**src/rtl/arcade_input_pkg.sv**
```systemverilog
// Shared types, widths and helpers for the arcade input conditioner.
package arcade_input_pkg;

    typedef enum logic [1:0] {IDLE, PULSE, GAP, ARM} coin_state_t;

    localparam int UP    = 3;
    localparam int DOWN  = 2;
    localparam int LEFT  = 1;
    localparam int RIGHT = 0;

    localparam int DEB_CNT_W  = 4;
    localparam int COIN_CNT_W = 8;

    // Opposing directions held together cancel each other out.
    function automatic logic [3:0] resolve_dirs(input logic [3:0] d);
        logic [3:0] r;
        r = d;
        if (d[UP] && d[DOWN]) begin
            r[UP]   = 1'b0;
            r[DOWN] = 1'b0;
        end
        if (d[LEFT] && d[RIGHT]) begin
            r[LEFT]  = 1'b0;
            r[RIGHT] = 1'b0;
        end
        return r;
    endfunction

endpackage

```
**src/rtl/input_debounce.sv**
```systemverilog
// One raw control bit: 2-FF synchroniser followed by a tick-based debounce cell.
module input_debounce
    import arcade_input_pkg::*;
#(
    parameter int DEB_TICKS = 5
) (
    input  logic clk_sys,
    input  logic reset,
    input  logic tick,
    input  logic d_i,
    output logic q_o
);

    localparam logic [DEB_CNT_W-1:0] DEB_LAST = DEB_CNT_W'(DEB_TICKS - 1);

    logic [1:0]           sync_ff;
    logic                 stable;
    logic [DEB_CNT_W-1:0] cnt;

    always_ff @(posedge clk_sys or posedge reset) begin
        if (reset) begin
            sync_ff <= '0;
            stable  <= 1'b0;
            cnt     <= '0;
        end else begin
            sync_ff <= {sync_ff[0], d_i};
            // Any cycle of agreement restarts the qualification window.
            if (sync_ff[1] == stable) begin
                cnt <= '0;
            end else if (tick) begin
                if (cnt == DEB_LAST) begin
                    stable <= sync_ff[1];
                    cnt    <= '0;
                end else begin
                    cnt <= cnt + 1'b1;
                end
            end
        end
    end

    assign q_o = stable;

endmodule

```
**src/rtl/arcade_input_conditioner.sv**
```systemverilog
// Debounces arcade controls, resolves opposing directions and shapes coin pulses.
module arcade_input_conditioner
    import arcade_input_pkg::*;
#(
    parameter int TICK_DIV        = 24192,
    parameter int DEB_TICKS       = 5,
    parameter int COIN_HOLD_TICKS = 100,
    parameter int COIN_GAP_TICKS  = 150
) (
    input  logic       clk_sys,
    input  logic       reset,
    input  logic [1:0] coin_i,
    input  logic [1:0] start_i,
    input  logic [3:0] p1_dir_i,
    input  logic [3:0] p2_dir_i,
    output logic [1:0] coin_n_o,
    output logic [1:0] start_n_o,
    output logic [3:0] p1_dir_n_o,
    output logic [3:0] p2_dir_n_o
);

    localparam int NUM_IN = 12;
    localparam int PRE_W  = (TICK_DIV > 1) ? $clog2(TICK_DIV) : 1;
    localparam logic [PRE_W-1:0]      PRE_LAST  = PRE_W'(TICK_DIV - 1);
    localparam logic [COIN_CNT_W-1:0] HOLD_LAST = COIN_CNT_W'(COIN_HOLD_TICKS - 1);
    localparam logic [COIN_CNT_W-1:0] GAP_LAST  = COIN_CNT_W'(COIN_GAP_TICKS - 1);

    logic [NUM_IN-1:0] raw;
    logic [NUM_IN-1:0] stable;
    logic [PRE_W-1:0]  pre_cnt;
    logic              tick;

    assign raw  = {p2_dir_i, p1_dir_i, start_i, coin_i};
    assign tick = (pre_cnt == PRE_LAST);

    always_ff @(posedge clk_sys or posedge reset) begin
        if (reset)     pre_cnt <= '0;
        else if (tick) pre_cnt <= '0;
        else           pre_cnt <= pre_cnt + 1'b1;
    end

    for (genvar i = 0; i < NUM_IN; i++) begin : g_deb
        input_debounce #(.DEB_TICKS(DEB_TICKS)) u_deb (
            .clk_sys (clk_sys),
            .reset   (reset),
            .tick    (tick),
            .d_i     (raw[i]),
            .q_o     (stable[i])
        );
    end

    // Independent coin shapers: one pulse per press, then a lockout window.
    for (genvar c = 0; c < 2; c++) begin : g_coin
        coin_state_t           state;
        logic [COIN_CNT_W-1:0] cnt;
        logic                  prev;
        logic                  pulse_n;

        always_ff @(posedge clk_sys or posedge reset) begin
            if (reset) begin
                state   <= IDLE;
                cnt     <= '0;
                prev    <= 1'b0;
                pulse_n <= 1'b1;
            end else begin
                prev <= stable[c];
                case (state)
                    IDLE: if (stable[c] && !prev) begin
                        state   <= PULSE;
                        cnt     <= '0;
                        pulse_n <= 1'b0;
                    end
                    PULSE: if (tick) begin
                        if (cnt == HOLD_LAST) begin
                            state   <= GAP;
                            cnt     <= '0;
                            pulse_n <= 1'b1;
                        end else begin
                            cnt <= cnt + 1'b1;
                        end
                    end
                    GAP: if (tick) begin
                        if (cnt == GAP_LAST) begin
                            state <= ARM;
                            cnt   <= '0;
                        end else begin
                            cnt <= cnt + 1'b1;
                        end
                    end
                    ARM: if (!stable[c]) state <= IDLE;
                    default: state <= IDLE;
                endcase
            end
        end

        assign coin_n_o[c] = pulse_n;
    end

    always_ff @(posedge clk_sys or posedge reset) begin
        if (reset) begin
            start_n_o  <= '1;
            p1_dir_n_o <= '1;
            p2_dir_n_o <= '1;
        end else begin
            start_n_o  <= ~stable[3:2];
            p1_dir_n_o <= ~resolve_dirs(stable[7:4]);
            p2_dir_n_o <= ~resolve_dirs(stable[11:8]);
        end
    end

endmodule

```
**config.mk**
```make
export PLATFORM = sky130hd
export DESIGN_NAME = arcade_input_conditioner
export DESIGN_NICKNAME = d
export VERILOG_FILES = /design/src/rtl/arcade_input_pkg.sv /design/src/rtl/input_debounce.sv /design/src/rtl/arcade_input_conditioner.sv
export SDC_FILE = /design/constraint.sdc
export NUM_CORES = 1
export LEC_CHECK = 0
export ABC_AREA = 0
export BUFFER_PORTS_ARGS = -buffer_cell sky130_fd_sc_hd__buf_4
export CAP_MARGIN = 20
export CORE_MARGIN = 2
export CORE_UTILIZATION = 60
export CTS_CLUSTER_DIAMETER = 60
export CTS_CLUSTER_SIZE = 30
export DETAILED_ROUTE_END_ITERATION = 8
export PLACE_DENSITY = 0.76
export REMOVE_ABC_BUFFERS = 1
export SLEW_MARGIN = 20
export SYNTH_ARGS = -nofsm -noshare
export SYNTH_HDL_FRONTEND = slang
export SYNTH_SLANG_ARGS = --single-unit
```
**constraint.sdc**
```tcl
create_clock -name clk_sys -period 4.9 [get_ports clk_sys]
set_input_delay 0.49 -clock clk_sys [delete_from_list [all_inputs] [get_ports clk_sys]]
set_output_delay 0.49 -clock clk_sys [all_outputs]
set_load 0.1 [all_outputs]
```
==> flow_summary.toml, run 1 <==
[setup_path]
cpPeakStageDelay_ns = 0.79
slowest_stage = "nor4_4"
crit_path_start_kind = "flip-flop"
crit_path_end_kind = "flip-flop"
worstPathCellList = "or4b_1, nor4_4, o211ai_1, or2_0, o31ai_1"
crit_type = "flip-flop to flip-flop"
cp.required_ns = 5.33
critPathTopFamily = "simple AND/OR/NAND/NOR gates"
crit_buf_inv = 0
arrival_ns = 3.61
cp_max_fo = 14

[synth]
syn_inst = 608
synth_compound_gate_area_share = 0.117
syn_avg_cell_area_um2 = 10.4
netlist_area_um2 = 6320
synth_fa_ha_area_frac = 0.0812
synth_top_family_by_area = "simple AND/OR/NAND/NOR gates"
synthXorXnorAreaFrac = 0.0305
yosys_register_bits = 133
async_flop_share = 1.00
ys.flop_type = "dfrtp_1"
synth_edf_count = 0
ys_warn_count = 0
synthMuxAreaShare = 0.0281
synth-simple-area-share = 0.175
ys_types = 53
ys_seq_area_frac = 0.529

[cells_and_area]
drive_gt1_frac = 0.140
multi_input_area_um2 = 2730
layout_common_cells = "dfrtp_1, nand2_1, a21oi_1"
seqCellArea_um2 = 3340
insertedDiodeCount = 0
fillers = 723
syn_to_final_growth_pct = 14.9
nets = 694
final_common_cell = "dfrtp_1"
final_cell_count_no_fill = 788

[timing]
rsz0062_at_grt = "false"
hold_viol = 0
maxSlewViolCount = 0
period_needed_ns = 3.19
max_freq_ghz = 0.314
post-route-period-util = 0.651
hold_slack_ns = 0.0108
worstMarginPinSlew_ns = 0.864
fin_setup_tns_ns = 0
slew_headroom = 0.420
setup-violations-final = 0
fin_skew_ns = 0.00716

[floorplan]
num_rows = 37
fp.coreArea_um2 = 10300
dieArea_um2 = 11400
initial_core_util = 0.615
die_h_um = 107
io_pins = 26
die_w_um = 107

[route]
drtIter0Drc = 253
drc = 0
drt-total-wl_um = 11600
via_count = 4530
first_pass_iters = 5
drtAntennaViolNets = 0
vias_per_cell = 5.75
wl_per_cell_um = 14.7

[placement]
port_buffers = 25
dp_cells = 756
hpwl_um = 7700
finalWeightedCongestion = 0.809

[clock_tree]
cts_root_buf = "clkbuf_8"
tritoncts = "yes"
cts.htree.levels = 4
cts_made_buffers = 17
clk_pin_slew_worst_paths_ns = 0.06
postCtsSetupBuffers = 0
cts_resized = 0
clock-sinks = 133
insertion_delay_ns = 0.53
ctsHoldBuffers = 0
max-clock-path-buffers = 2

[pwr]
p_leak_nw = 3.09
max-vdd-ir-drop_mv = 0.270
power.total_mw = 2.49
p_per_area_nw_per_um2 = 344

[run_status]
status = "finished, final reports clean"

[hold_path]
hold_class = "primary input to async pin"

[grt]
grt_use_total = 0.223
grt_pass1_wl_um = 20200
grt_pass1_vias = 4550
antenna_found_initial = 0
grt_start_max_net_pins = 47
grt_overflow = 0

[job]
drv_cap = 0
[logic make-up after synthesis]
kind of cell	Yosys count
simple gates	214
flops	133
compound gates	121
buf+inv	61
fa+ha+maj	41
xor+xnor	22
mux	16
[metrics by stage]
step                       util  setup WS, ns  cell area [µm²]
final                     0.706          1.71             7260
after global routing      0.706          1.51             7260
after CTS                 0.706          1.71             7260
after detailed placement  0.646          1.75             6640
after global placement    0.646          1.92             6640
after floorplan               -         0.875             6230
[state kept, by name, summed over array words and instances, names as in the netlist]
signal / cells
g_deb.u_deb.q_o: 12
g_coin.prev: 2
g_deb.u_deb.sync_ff: 24
g_coin.pulse_n: 2
g_deb.u_deb.cnt: 48
g_coin.cnt: 16
p1_dir_n_o: 4
g_coin.state: 4
start_n_o: 2
pre_cnt: 15
p2_dir_n_o: 4
[cell usage after synthesis, types with 2 or more instances]
cell       number  area [µm²]
a211oi_1       12        90.1
a21oi_1        56         280
a22oi_1         2        15.0
a2bb2oi_1       4        35.0
and2_1          3        18.8
buf_2           5        25.0
buf_4           3        22.5
clkbuf_1       11        41.3
dfrtp_1       121        3030
dfstp_2        12         315
ha_1           41         513
inv_1          42         158
mux2_2         14         158
mux2i_1         2        20.0
nand2_1        56         210
nand2b_1       12        75.1
nand3_1        25         125
nand3b_1       14         105
nand4_1        17         106
nor2_1         42         158
nor2b_1        12        75.1
nor3_1          6        30.0
o21ai_0        19        95.1
o21ai_1         2        10.0
o22ai_1         3        18.8
o2bb2ai_1       2        17.5
o31ai_1         7        52.6
o41ai_1         2        17.5
or2_2           2        12.5
or3_1          16         100
xnor2_1        18         158
xor2_1          4        35.0
[metal layers]
layer | routed length, µm | global-route usage
met4 | 171 | 0.0918
met1 | 5140 | 0.283
met5 | 0 | 0
met3 | 429 | 0.0632
met2 | 5840 | 0.363
[final cells by class]
| class | instances | share of cell area |
|---|---|---|
| clock buffer | 22 | 0.0610 |
| timing repair buffer | 31 | 0.0321 |
| multi-input combinational | 414 | 0.376 |
| sequential | 133 | 0.460 |
| clock inverter | 10 | 0.0248 |
| tap | 136 | 0.0234 |
| inverter | 42 | 0.0221 |
[final timing paths]
kind / startpoint / endpoint / slack, ns / depth (start not counted)
worst min-delay path: reset / g_deb[8].u_deb.sync_ff[1] / 0.01 / 2
max in group asynchronous: reset / pre_cnt[0] / 3.91 / 3
worst min register to register: g_deb[1].u_deb.sync_ff[0] / g_deb[1].u_deb.sync_ff[1] / 0.35 / 0
worst max-delay path: pre_cnt[7] / g_coin[0].cnt[6] / 1.71 / 5
worst max register to register: pre_cnt[7] / g_coin[0].cnt[6] / 1.71 / 5
min in group clk_sys: p1_dir_i[1] / g_deb[5].u_deb.sync_ff[0] / 0.06 / 1
[power breakdown]
group          internal, mW  switching [mW]  leakage [nW]  total (mW)
Clock                 0.888           0.453         0.299        1.34
Sequential             1.11         0.00528          1.75        1.11
Combinational        0.0109          0.0277          1.05      0.0386
(Power assumes the default switching activity.)
==> run 2: changes to the inputs <==
- ABC_AREA: 0 -> 1
- CORE_UTILIZATION: 60 -> 56
- PLACE_DENSITY: 0.76 -> 0.74
- clock period: 4.9 -> 2.6 ns (I/O delays scaled with it)
==> run 2 against run 1 <==
Against the previous run:
- global-route usage hardly changed
- maximum frequency grew 62%
- clock power increased by 93%
- sequential share of layout area decreased by 4.6 points
- via count grew 18%
- register-to-register slack worse by 1.1 ns
- clock skew fell by 0.00071 ns
- first-iteration DRC count up 58%
- combinational power grew to 3.1 times the previous value
- synthesized area up 10%
- critical path depth is 6 higher
- power grew 93%
- critical endpoint is now g_coin[1].cnt[6]
- largest power group unchanged
- highest routed layer unchanged
==> flow_summary.toml, run 2 <==
[setup_path]
path_common_cell = "nand2_1"
slowest_stage = "dfrtp_1"
crit_path_start_kind = "flip-flop"
r2r_cells = 11
crit_type = "flip-flop to flip-flop"
cp.required_ns = 2.89
worstPathCellList = "ha_1, nand2_1, inv_1, nand2_2, nor2_8, nand2_4, nand2_4, nand2_2, inv_1, nand2_1, nand2_1"
timing.rr.end = "g_coin[1].cnt[6]"
critPathTopFamily = "simple AND/OR/NAND/NOR gates"
reg2reg_from = "pre_cnt[0]"
arrival_ns = 2.26
crit_cells = 11
cp_max_fo = 18
crit_path_end_kind = "flip-flop"
crit_buf_inv = 2
reg2reg_slack_ns = 0.63
worstSetupEndpoint = "g_coin[1].cnt[6]"
cpPeakStageDelay_ns = 0.39
cp-startpoint = "pre_cnt[0]"

[clock_tree]
clk_pin_slew_worst_paths_ns = 0.06
tritoncts = "yes"
max-clock-path-buffers = 2
cts.htree.levels = 4
insertion_delay_ns = 0.41
cts_made_buffers = 17
postCtsSetupBuffers = 0
cts_root_buf = "clkbuf_16"
clock-sinks = 133

[cells_and_area]
regMostFlops = "g_deb.u_deb.cnt"
nets = 925
syn_to_final_growth_pct = 15.9
fillers = 945
reg_top3 = "g_deb.u_deb.cnt (48), g_deb.u_deb.sync_ff (24), g_coin.cnt (16)"
drive_gt1_frac = 0.135
largest_reg_flops = 48
final_common_cell = "nand2_1"
utilization = 0.669
insertedDiodeCount = 0
design_area_um2 = 8070
layout_common_cells = "nand2_1, dfrtp_1, inv_1"

[route]
drtIter0Drc = 401
first_pass_iters = 4
drt-total-wl_um = 13500
drtAntennaViolNets = 0
vias_per_cell = 5.10
via_count = 5357
wl_per_cell_um = 12.9
drc = 0

[timing]
rsz0062_at_grt = "false"
fin_setup_tns_ns = 0
hold_viol = 0
max_freq_ghz = 0.509
setup-violations-final = 0
period_needed_ns = 1.97
post-route-period-util = 0.756
slew_headroom = 0.669
maxSlewViolCount = 0
worstMarginPinSlew_ns = 0.493
fin_skew_ns = 0.00645
setup_ws_ns = 0.634

[floorplan]
num_rows = 40
io_pins = 26
dieArea_um2 = 13300
die_h_um = 116
initial_core_util = 0.577
fp.coreArea_um2 = 12100
die_w_um = 116

[synth]
synth_edf_count = 0
ys_warn_count = 0
netlist_top_cells_area = "dfrtp_1, nand2_1, ha_1"
async_flop_share = 1.00
ys.flop_type = "dfrtp_1"
yosys.area.top_type = "dfrtp_1"
synth_common_cells = "nand2_1, dfrtp_1, inv_1"
yosys_register_bits = 133
ys_seq_area_frac = 0.480
syn_avg_cell_area_um2 = 8.45
yosysMostFrequentCell = "nand2_1"
netlist_area_um2 = 6960
syn_inst = 824
ys_types = 33
yosysTopAreaCellShare = 0.435

[hold_path]
hold_class = "flip-flop to flip-flop"
hp-start = "g_deb[11].u_deb.sync_ff[0]"

[pwr]
max-vdd-ir-drop_mv = 0.504
p_per_area_nw_per_um2 = 597
p_leak_nw = 3.95

[grt]
grt_pass1_wl_um = 23500
grt_pass1_vias = 5346
grt_use_total = 0.223
antenna_found_initial = 0
grt_overflow = 0
grt_start_max_net_pins = 83

[job]
drv_cap = 0

[placement]
dpl_cell_area_um2 = 7290
port_buffers = 25
finalWeightedCongestion = 0.893
post-place-ws_ns = 0.628
hpwl_um = 9150

[run_status]
status = "finished, final reports clean"
[run 2: changes by cell type after synthesis, sizes merged, moves of 27 or more]
cell / change
a21oi: -41
inv: +72
nand2: +157
nand3: +50
nor2: +42
o21ai: +32
xor2: +27
[run 2: cells by family after synthesis]
family                   count (synthesis)  share of synthesized area
AO/OA/AOI/OAI                           73                     0.0593
flip-flops                             133                      0.480
AND/OR/NAND/NOR                        404                      0.254
adder cells (fa/ha/maj)                 41                     0.0737
buffers and inverters                  129                     0.0778
XOR/XNOR                                44                     0.0553
[run 2: worst min path at each step]
stage               slack (ns)  cells past startpoint                          to
finish                    0.35                      0  g_deb[11].u_deb.sync_ff[1]
floorplan                 0.29                      0   g_deb[0].u_deb.sync_ff[0]
global placement          0.22                      2  g_deb[11].u_deb.sync_ff[1]
global route              0.35                      0   g_deb[1].u_deb.sync_ff[1]
detailed placement        0.23                      2  g_deb[11].u_deb.sync_ff[1]
CTS                       0.35                      0   g_deb[5].u_deb.sync_ff[1]
[run 2: repair_timing]
action | in CTS | in global routing
hold endpoints to repair | 28 | 0
hold buffers | 13 | 0
resized for setup | 0 | 0
[run 2: layout make-up]
type / instances / area, µm² / share of cell area
Sequential cell: 133 / 3340 / 0.414
Multi-Input combinational cell: 562 / 3080 / 0.382
Clock buffer: 21 / 480 / 0.0595
Inverter: 115 / 435 / 0.0540
Timing Repair Buffer: 41 / 353 / 0.0437
Tap cell: 168 / 210 / 0.0260
Clock inverter: 11 / 169 / 0.0209
[run 2: power by group]
part,internal (mW),switching (mW)
Sequential,2.09,0.0116
Clock,1.71,0.885
Combinational,0.0432,0.0745
Total,3.84,0.971
[run 2: per-stage QoR]
stage	instances	hold WS (ns)	power, mW
2_1_floorplan	810	0.291	2.20
3_3_place_gp	1006	0.216	2.24
3_5_place_dp	1006	0.228	2.24
4_1_cts	1051	0.350	4.86
5_1_grt	1051	0.353	4.97
6_report	1051	0.348	4.82
[run 2: layer usage]
metal / GRT usage / vias up / wire [µm]
li1: - / 2664 / -
met1: 0.265 / 2572 / 5850
met2: 0.389 / 92 / 6950
met3: 0.0591 / 29 / 477
met4: 0.0851 / 0 / 259
met5: 0 / - / 0
